$ cat src/rtl/uart_rx_deframer_pkg.sv
// Shared UART constants and state encodings for the receive deframer and the transmitter.
// UART_RX_PARITY_EN adds the PARITY state encoding used by 8E1 builds.
package uart_rx_deframer_pkg;

    localparam int unsigned OVS         = 16;
    localparam int unsigned DEFAULT_DIV = 326;
    localparam int unsigned TICK_W      = 12;

    localparam logic [3:0] MID_SAMPLE  = 4'd7;
    localparam logic [3:0] LAST_SAMPLE = 4'd15;

    localparam logic [2:0] StIdle   = 3'd0;
    localparam logic [2:0] StStart  = 3'd1;
    localparam logic [2:0] StData   = 3'd2;
    localparam logic [2:0] StStop   = 3'd3;
    localparam logic [2:0] StBreak  = 3'd4;
`ifdef UART_RX_PARITY_EN
    localparam logic [2:0] StParity = 3'd5;
`endif

    // Even parity over a data byte.
    function automatic logic parity8(input logic [7:0] data);
        return ^data;
    endfunction

endpackage

$ cat src/rtl/uart_rx_deframer_if.sv
// Receive-side UART bus: serial input plus recovered byte and status strobes.
// slave is the deframer side; master is the line driver / byte consumer side.
interface uart_rx_deframer_if;

    logic       rxd;
    logic [7:0] dout;
    logic       valid;
    logic       frame_err;
    logic       parity_err;
    logic       busy;

    modport master (
        output rxd,
        input  dout,
        input  valid,
        input  frame_err,
        input  parity_err,
        input  busy
    );

    modport slave (
        input  rxd,
        output dout,
        output valid,
        output frame_err,
        output parity_err,
        output busy
    );

endinterface

$ cat src/rtl/uart_rx_deframer_os_tick.sv
// Oversample tick divider: counts 0..DIV-1, pulses tick at DIV-1, synchronous clear realigns phase.
// Reusable by the transmitter's baud generator.
module uart_rx_deframer_os_tick
    import uart_rx_deframer_pkg::*;
#(
    parameter int unsigned DIV = DEFAULT_DIV
) (
    input  logic clk,
    input  logic reset,
    input  logic clr,
    output logic tick
);

    localparam logic [TICK_W-1:0] LastCount = TICK_W'(DIV - 1);

    logic [TICK_W-1:0] cnt_q, cnt_d;

    assign tick = (cnt_q == LastCount);

    always_comb begin
        cnt_d = cnt_q + 1'b1;
        if (clr || tick) begin
            cnt_d = '0;
        end
    end

    always_ff @(posedge clk or posedge reset) begin
        if (reset) begin
            cnt_q <= '0;
        end else begin
            cnt_q <= cnt_d;
        end
    end

endmodule

$ cat src/rtl/uart_rx_deframer.sv
// UART receiver: 16x oversampled 8N1 deframer with one-clock valid / frame_err strobes.
// Define UART_RX_PARITY_EN for 8E1 frames with a parity_err strobe.
module uart_rx_deframer
    import uart_rx_deframer_pkg::*;
#(
    parameter int unsigned DIV = DEFAULT_DIV
) (
    input  logic                clk,
    input  logic                reset,
    uart_rx_deframer_if.slave   rx
);

    logic       rx_meta_q, rx_s_q, rx_prev_q;
    logic [2:0] state_q, state_d;
    logic [3:0] scnt_q, scnt_d;
    logic [2:0] bcnt_q, bcnt_d;
    logic [7:0] shreg_q, shreg_d;
    logic [7:0] dout_q, dout_d;
    logic       valid_q, valid_d;
    logic       ferr_q, ferr_d;
    logic       tick, tick_clr, start_edge;
`ifdef UART_RX_PARITY_EN
    logic       par_q, par_d;
    logic       perr_q, perr_d;
`endif

    uart_rx_deframer_os_tick #(
        .DIV (DIV)
    ) u_os_tick (
        .clk   (clk),
        .reset (reset),
        .clr   (tick_clr),
        .tick  (tick)
    );

    assign start_edge = rx_prev_q & ~rx_s_q;

    always_comb begin
        state_d  = state_q;
        scnt_d   = scnt_q;
        bcnt_d   = bcnt_q;
        shreg_d  = shreg_q;
        dout_d   = dout_q;
        valid_d  = 1'b0;
        ferr_d   = 1'b0;
        tick_clr = 1'b0;
`ifdef UART_RX_PARITY_EN
        par_d    = par_q;
        perr_d   = 1'b0;
`endif
        case (state_q)
            StIdle: begin
                // Restart the divider so every sample lands at a fixed phase from the edge.
                if (start_edge) begin
                    state_d  = StStart;
                    scnt_d   = '0;
                    bcnt_d   = '0;
                    tick_clr = 1'b1;
                end
            end
            StStart: begin
                if (tick) begin
                    if (scnt_q == MID_SAMPLE) begin
                        scnt_d  = '0;
                        state_d = rx_s_q ? StIdle : StData;
                    end else begin
                        scnt_d = scnt_q + 1'b1;
                    end
                end
            end
            StData: begin
                if (tick) begin
                    if (scnt_q == LAST_SAMPLE) begin
                        shreg_d[bcnt_q] = rx_s_q;
                        scnt_d          = '0;
                        bcnt_d          = bcnt_q + 1'b1;
                        if (bcnt_q == 3'd7) begin
`ifdef UART_RX_PARITY_EN
                            state_d = StParity;
`else
                            state_d = StStop;
`endif
                        end
                    end else begin
                        scnt_d = scnt_q + 1'b1;
                    end
                end
            end
`ifdef UART_RX_PARITY_EN
            StParity: begin
                if (tick) begin
                    if (scnt_q == LAST_SAMPLE) begin
                        par_d   = rx_s_q;
                        scnt_d  = '0;
                        state_d = StStop;
                    end else begin
                        scnt_d = scnt_q + 1'b1;
                    end
                end
            end
`endif
            StStop: begin
                if (tick) begin
                    if (scnt_q == LAST_SAMPLE) begin
                        dout_d = shreg_q;
                        scnt_d = '0;
`ifdef UART_RX_PARITY_EN
                        perr_d = parity8(shreg_q) ^ par_q;
`endif
                        if (rx_s_q) begin
                            valid_d = 1'b1;
                            state_d = StIdle;
                        end else begin
                            ferr_d  = 1'b1;
                            state_d = StBreak;
                        end
                    end else begin
                        scnt_d = scnt_q + 1'b1;
                    end
                end
            end
            StBreak: begin
                if (rx_s_q) begin
                    state_d = StIdle;
                end
            end
            default: state_d = StIdle;
        endcase
    end

    always_ff @(posedge clk or posedge reset) begin
        if (reset) begin
            rx_meta_q <= 1'b1;
            rx_s_q    <= 1'b1;
            rx_prev_q <= 1'b1;
            state_q   <= StIdle;
            scnt_q    <= '0;
            bcnt_q    <= '0;
            shreg_q   <= '0;
            dout_q    <= '0;
            valid_q   <= 1'b0;
            ferr_q    <= 1'b0;
`ifdef UART_RX_PARITY_EN
            par_q     <= 1'b0;
            perr_q    <= 1'b0;
`endif
        end else begin
            rx_meta_q <= rx.rxd;
            rx_s_q    <= rx_meta_q;
            rx_prev_q <= rx_s_q;
            state_q   <= state_d;
            scnt_q    <= scnt_d;
            bcnt_q    <= bcnt_d;
            shreg_q   <= shreg_d;
            dout_q    <= dout_d;
            valid_q   <= valid_d;
            ferr_q    <= ferr_d;
`ifdef UART_RX_PARITY_EN
            par_q     <= par_d;
            perr_q    <= perr_d;
`endif
        end
    end

    assign rx.dout      = dout_q;
    assign rx.valid     = valid_q;
    assign rx.frame_err = ferr_q;
    assign rx.busy      = (state_q != StIdle);
`ifdef UART_RX_PARITY_EN
    assign rx.parity_err = perr_q;
`else
    assign rx.parity_err = 1'b0;
`endif

endmodule

$ cat src/flat_wrapper.sv
// flat-port wrapper written by rule: the top's interface ports become plain ports
module uart_rx_deframer_flat import uart_rx_deframer_pkg::*;
#(
    parameter int unsigned DIV = DEFAULT_DIV
)
  (clk, reset, rx_rxd, rx_dout, rx_valid, rx_frame_err, rx_parity_err, rx_busy);
  uart_rx_deframer_if rx_i ();
  input  logic clk;
  input  logic reset;
  input wire logic [$bits(rx_i.rxd)-1:0] rx_rxd;
  output wire logic [$bits(rx_i.dout)-1:0] rx_dout;
  output wire logic [$bits(rx_i.valid)-1:0] rx_valid;
  output wire logic [$bits(rx_i.frame_err)-1:0] rx_frame_err;
  output wire logic [$bits(rx_i.parity_err)-1:0] rx_parity_err;
  output wire logic [$bits(rx_i.busy)-1:0] rx_busy;
  assign rx_i.rxd = rx_rxd;
  assign rx_dout = rx_i.dout;
  assign rx_valid = rx_i.valid;
  assign rx_frame_err = rx_i.frame_err;
  assign rx_parity_err = rx_i.parity_err;
  assign rx_busy = rx_i.busy;
  uart_rx_deframer #(.DIV(DIV)) u_core (.clk(clk), .reset(reset), .rx(rx_i));
endmodule
$ cat config.mk
export PLATFORM = sky130hd
export DESIGN_NAME = uart_rx_deframer_flat
export DESIGN_NICKNAME = d
export VERILOG_FILES = /design/src/rtl/uart_rx_deframer_pkg.sv /design/src/rtl/uart_rx_deframer_if.sv /design/src/rtl/uart_rx_deframer_os_tick.sv /design/src/rtl/uart_rx_deframer.sv /design/src/flat_wrapper.sv
export SDC_FILE = /design/constraint.sdc
export NUM_CORES = 1
export LEC_CHECK = 0
export CAP_MARGIN = 0
export CORE_MARGIN = 2
export CORE_UTILIZATION = 57
export DETAILED_ROUTE_END_ITERATION = 8
export PLACE_DENSITY = 0.86
export SLEW_MARGIN = 20
export SYNTH_ARGS = -nofsm -noshare
export SYNTH_HDL_FRONTEND = slang
export SYNTH_SLANG_ARGS = --single-unit
$ cat constraint.sdc
create_clock -name clk -period 2.4 [get_ports clk]
set_input_delay 0.48 -clock clk [delete_from_list [all_inputs] [get_ports clk]]
set_output_delay 0.48 -clock clk [all_outputs]
set_load 0.005 [all_outputs]
# Word-level counts from Yosys, hierarchy flattened
# Index checks and enable logic that the tools add are counted.
# totals
ff_bits	43
wordCells	84
# classes
addsub	3
n_lt_le_gt_ge	2
eq_ne	18
n_mux	36
n_bitwise	2
n_reduce_logical	12
# op_table
op	count
two-way mux 3 bit	13
two-way mux 4 bit	5
one-hot mux 3 bit (5 select lines)	1
!= test 2 x 1 -> 1 bit (second input constant)	7
adder 12 x 1 -> 12 bit (second input constant)	1
equality test 12 x 9 -> 1 bit (second input constant)	1
two-way mux 12 bit	1
one-hot mux 4 bit (3 select lines)	1
two-way mux 1 bit	11
AND reduction 9 bit	1
bitwise mux 8 bit	1
AND reduction 4 bit	2
equality test 3 x 2 -> 1 bit (second input constant)	2
equality test 3 bit (second input constant)	2
!= test 2 bit (second input constant)	3
one-hot mux 3 bit (2 select lines)	1
AND reduction 3 bit	2
nonzero test 3 bit	2
adder 4 x 1 -> 4 bit (second input constant)	1
equality test 4 x 3 -> 1 bit (second input constant)	1
equality test 4 bit (second input constant)	1
< comparator 3 x 4 -> 1 bit (second input constant)	1
adder 3 x 1 -> 3 bit (second input constant)	1
demux 1 bit (select 3 bit)	1
other kinds (10)	10

# Logic depth before layout (Yosys ltp)
# depth
ltp_word	6
ltp_mapped	7
ltp_nobuf	6

# Hierarchy
# From an unflattened synthesis, not the netlist that was laid out.
# hier_totals
hier_cells	173
area_unflattened_um2	2092.0
# by_module_without_submodules
mod	n_inst	cells_per_inst	area_each_um2
uart_rx_deframer	1	112	1463.9
uart_rx_deframer_os_tick	1	61	628.1

# Least setup slack after synthesis
# OpenSTA, ideal clock, no wires.
# synth_path
path_type	register to register
from	register u_core.u_os_tick.cnt_q[1]
to	register u_core.shreg_q[2]
setup_time_ps	128
t_arrival_ps	1588
setup_slack_ps	684
path_stages_with_launch	7
cell_sequence	dfrtp_1 > inv_1 > ha_1 > and4bb_2 > and4_4 > nor4b_1 > mux2_1
# synth_via
elab_chain_len	2
# synth_rtl
item	line	rtl
from (decl)	uart_rx_deframer_os_tick.sv:16	logic [TICK_W-1:0] cnt_q, cnt_d;
from (signal assigned)	uart_rx_deframer_os_tick.sv:31	cnt_q <= cnt_d;
equality test 12 x 9 -> 1 bit	uart_rx_deframer_os_tick.sv:18	assign tick = (cnt_q == LastCount);
AND reduction 3 bit (no source line)	n/a	
to (signal assigned)	uart_rx_deframer.sv:154	shreg_q <= shreg_d;
to (decl)	uart_rx_deframer.sv:17	logic [7:0] shreg_q, shreg_d;
# No other way between the ends.
# A chain may end at the register's enable or synchronous reset.

# Worst setup path in the final report
# layout_path
from	register u_core.state_q[0]
to	output rx_busy
# layout_via
elab_chain_len	1
# layout_rtl
item	line	rtl
from (decl)	uart_rx_deframer.sv:14	logic [2:0] state_q, state_d;
from (signal assigned)	uart_rx_deframer.sv:136	state_q <= StIdle;
from (signal assigned)	uart_rx_deframer.sv:151	state_q <= state_d;
nonzero test 3 bit	uart_rx_deframer.sv:168	assign rx.busy = (state_q != StIdle);
to (decl)	flat_wrapper.sv:15	output wire logic [$bits(rx_i.busy)-1:0] rx_busy;
# No other way between the ends.

==> run_results.csv <==
group,metric,value,unit
detailed_routing,wl_met1,1.68,mm
timing,min_period,2010,ps
critical_path,cp_cell_sequence,"nor2_1 -> nand2_1 -> clkdlybuf4s50_1",
critical_path,r2r_cells,5,
clock_network,ctsResizeCount,0,
grt,grt_pass1_vias,1480,
logic_synthesis,synth_cells,181,
clock_network,cts_buffers,5,
timing,slew_violations,0,
floorplan,die_area,4110,um^2
grt,grt_max_degree,44,
floorplan,core_area,3420,um^2
timing,max_freq,0.499,GHz
placed_design,dp_slack,446,ps
grt,gr-total-overflow,0,
power_and_ir_drop,vdd_drop_max,0.479,mV
detailed_routing,viasPerCell,5.93,
min_path,hp-start,"u_core.rx_meta_q",
power_and_ir_drop,p_leak,1.08,nW
clock_network,cts_tree,"yes",
timing,finalHoldViolations,0,
critical_path,cp-end-kind,"output port",
placed_design,post-dp-hpwl,2.70,mm
logic_synthesis,synth_edf_count,0,
detailed_routing,drc,0,
finish,postLayoutCoreUtil,67.6,%
logic_synthesis,synth_top_area_share,48.5,%
timing,timing.setup.tns,0,ps
clock_network,cts.sinks,43,
timing,min_period_over_period,83.6,%
clock_network,clkTransAtPathRegs,130,ps
clock_network,root_buffer,"clkbuf_4",
power_and_ir_drop,total_power,1.75,mW
logic_synthesis,synth_area_leaders,"dfrtp_1 (49%), mux2_2 (6.6%), dfstp_2 (3.8%), xor2_1 (3.8%), nor2_1 (3.5%)",
finish,fillers,268,
finish,insertedDiodeCount,0,
logic_synthesis,synth-seq-cells,43,
finish,stdcell_count,244,
floorplan,die_y,64.1,um
finish,fin_nets,205,
critical_path,worst-setup-path-type,"register to output port",
logic_synthesis,yosys_warnings,0,
critical_path,start_kind,"register",
critical_path,cp.buffers_inverters,1,
finish,area_growth_syn_to_layout,12.0,%
timing,finClkSkew,12.2,ps
placed_design,routabilityCongestion,0.839,
run_status,status,"complete, no violations",
critical_path,cp.arrival,1530,ps
critical_path,slowest_stage,"dfrtp_1",
critical_path,crit_family,"flip-flops",
grt,grt_pass1_wl,6.93,mm
critical_path,r2r_slack,400,ps
floorplan,row_count,21,
min_path,whs_path_depth,0,
logic_synthesis,synth_ff_type,"dfrtp_1",
grt,antenna_found_initial,0,
timing,maxSlewHeadroom,64.7,%
detailed_routing,route.met3.wl,154,um
detailed_routing,via_count,1448,
finish,final_layout_size_suffix_gt1_share,17.7,%
detailed_routing,drt-total-wl,3.78,mm
detailed_routing,drtIter0Drc,95,
logic_synthesis,syn_avg_cell_area,11.4,um^2
logic_synthesis,synth_cell_types,47,
clock_network,clk_path_buf_depth,2,
detailed_routing,wire_per_inst,15.5,um
critical_path,slowest_delay,460,ps
critical_path,required,1920,ps
critical_path,worstReg2RegEnd,"u_core.rx.dout[7]",
logic_synthesis,synthesis.area,2060,um^2
detailed_routing,antenna_left,0,
power_and_ir_drop,powerDensity,759,nW/um^2
clock_network,htree_levels,2,
critical_path,r2r_start,"u_core.scnt_q[0]",
logic_synthesis,yosysMostFrequentCell,"dfrtp_1",
placed_design,placed_cells,236,
floorplan,die_w,64.1,um
timing,finalWorstSetupSlack,394,ps
clock_network,cts_setup_buffers,0,
clock_network,insertion_delay,360,ps
job,drv_cap,0,
detailed_routing,drt_first_pass_iters,4,
min_path,min_to,"u_core.rx_s_q",
logic_synthesis,yosysSeqAreaShare,52.4,%
floorplan,num_io_pins,15,
timing,tightest_slew,529,ps
logic_synthesis,synthesis.nets,189,
timing,setup_viol,0,
detailed_routing,maxUsedRoutingLayer,"met4",
logic_synthesis,yosys.area.top_type,"dfrtp_1",
timing,rsz0062_at_grt,"no",
grt,grt_usage,22.0,%
logic_synthesis,synth_common_cells,"dfrtp_1 (40), nor2_1 (19), nand2_1 (13)",
critical_path,critPathMaxFanout,6,
placed_design,port_buffers,13,
logic_synthesis,synthArstFlopShare,100,%
clock_network,postCtsHoldBufs,0,
floorplan,initial_core_util,60.4,%
detailed_routing,wl_met2,1.89,mm
min_path,hold_path.class,"register to register",
-- layer usage --
metal	vias to the layer above	global-route usage (%)
met2	32	37.0
met4	0	6.38
li1	675	-
met1	735	28.2
met5	-	0
met3	6	5.63
-- layout make-up --
class                   instances  area, um^2  area share (%)
clock buffers                   5        37.5            1.63
clock inverters                 3        43.8            1.90
multi-input cells             128         931            40.3
repair buffers                 15         145            6.28
well taps                      46        57.6            2.49
inverters                       4        15.0           0.650
flip-flops and latches         43        1080            46.7
-- through the flow --
stage / hold WS (ps) / instance area [um^2]
4_1_cts: 366 / 2310
2_1_floorplan: 345 / 2060
3_5_place_dp: 348 / 2230
5_1_grt: 370 / 2310
3_3_place_gp: 346 / 2230
6_report: 364 / 2310
-- how the worst max path moves through the flow --
stage | startpoint | end | slack, ps | cells after the start
after detailed placement | u_core.scnt_q[0] | u_core.rx.dout[7] | 450 | 5
after floorplan | u_core.u_os_tick.cnt_q[1] | u_core.shreg_q[2] | 680 | 6
after global routing | u_core.state_q[0] | rx_busy | 300 | 3
after global placement | u_core.scnt_q[0] | u_core.shreg_q[2] | 540 | 5
after CTS | u_core.state_q[0] | rx_busy | 380 | 3
final | u_core.state_q[0] | rx_busy | 390 | 3
-- where the power goes --
group | internal (mW) | switching (mW)
clock network | 0.219 | 0.237
logic | 0.176 | 0.216
registers | 0.806 | 0.0976
-- worst reg2reg max path: cells and delay by family, from the launching register on --
family | cells | cell delay, ps
flops | 1 | 410
fa+ha+maj | 1 | 270
mux | 1 | 380
simple gates | 3 | 830
-- state kept, by name (all words and copies together), names as in the netlist --
signal                  flops
u_core.u_os_tick.cnt_q     12
u_core.rx_prev_q            1
u_core.rx.dout              8
u_core.scnt_q               4
u_core.rx.frame_err         1
u_core.state_q              3
u_core.rx.valid             1
u_core.bcnt_q               3
u_core.shreg_q              8
u_core.rx_s_q               1
u_core.rx_meta_q            1
-- cell families after synthesis --
family / synth area share, %
AOI/OAI and AO/OA: 5.58
adders and majority gates: 3.03
other: 0.182
muxes: 9.77
and+or+nand+nor: 22.3
buffers and inverters: 2.49
DFF: 52.4
xor gates and xnor gates: 4.25
-- placed cells by master (no fill, tap or decap), types with 2 or more instances in the layout --
cell,netlist,final
a22o_1,2,2
and2_1,2,2
and3_1,5,5
and4_1,2,2
buf_4,1,2
clkbuf_4,0,5
clkdlybuf4s50_1,0,13
dfrtp_1,40,40
dfstp_2,3,3
ha_1,5,5
inv_1,4,4
mux2_1,5,5
mux2_2,12,12
nand2_1,13,13
nand3_1,11,11
nand4_1,7,7
nand4b_1,2,2
nor2_1,19,19
nor2b_1,2,2
nor3b_1,3,3
o21ai_0,3,3
o2bb2ai_1,2,2
or2_2,2,2
xor2_1,9,9
No activity file was read; power rests on OpenSTA's default activity.
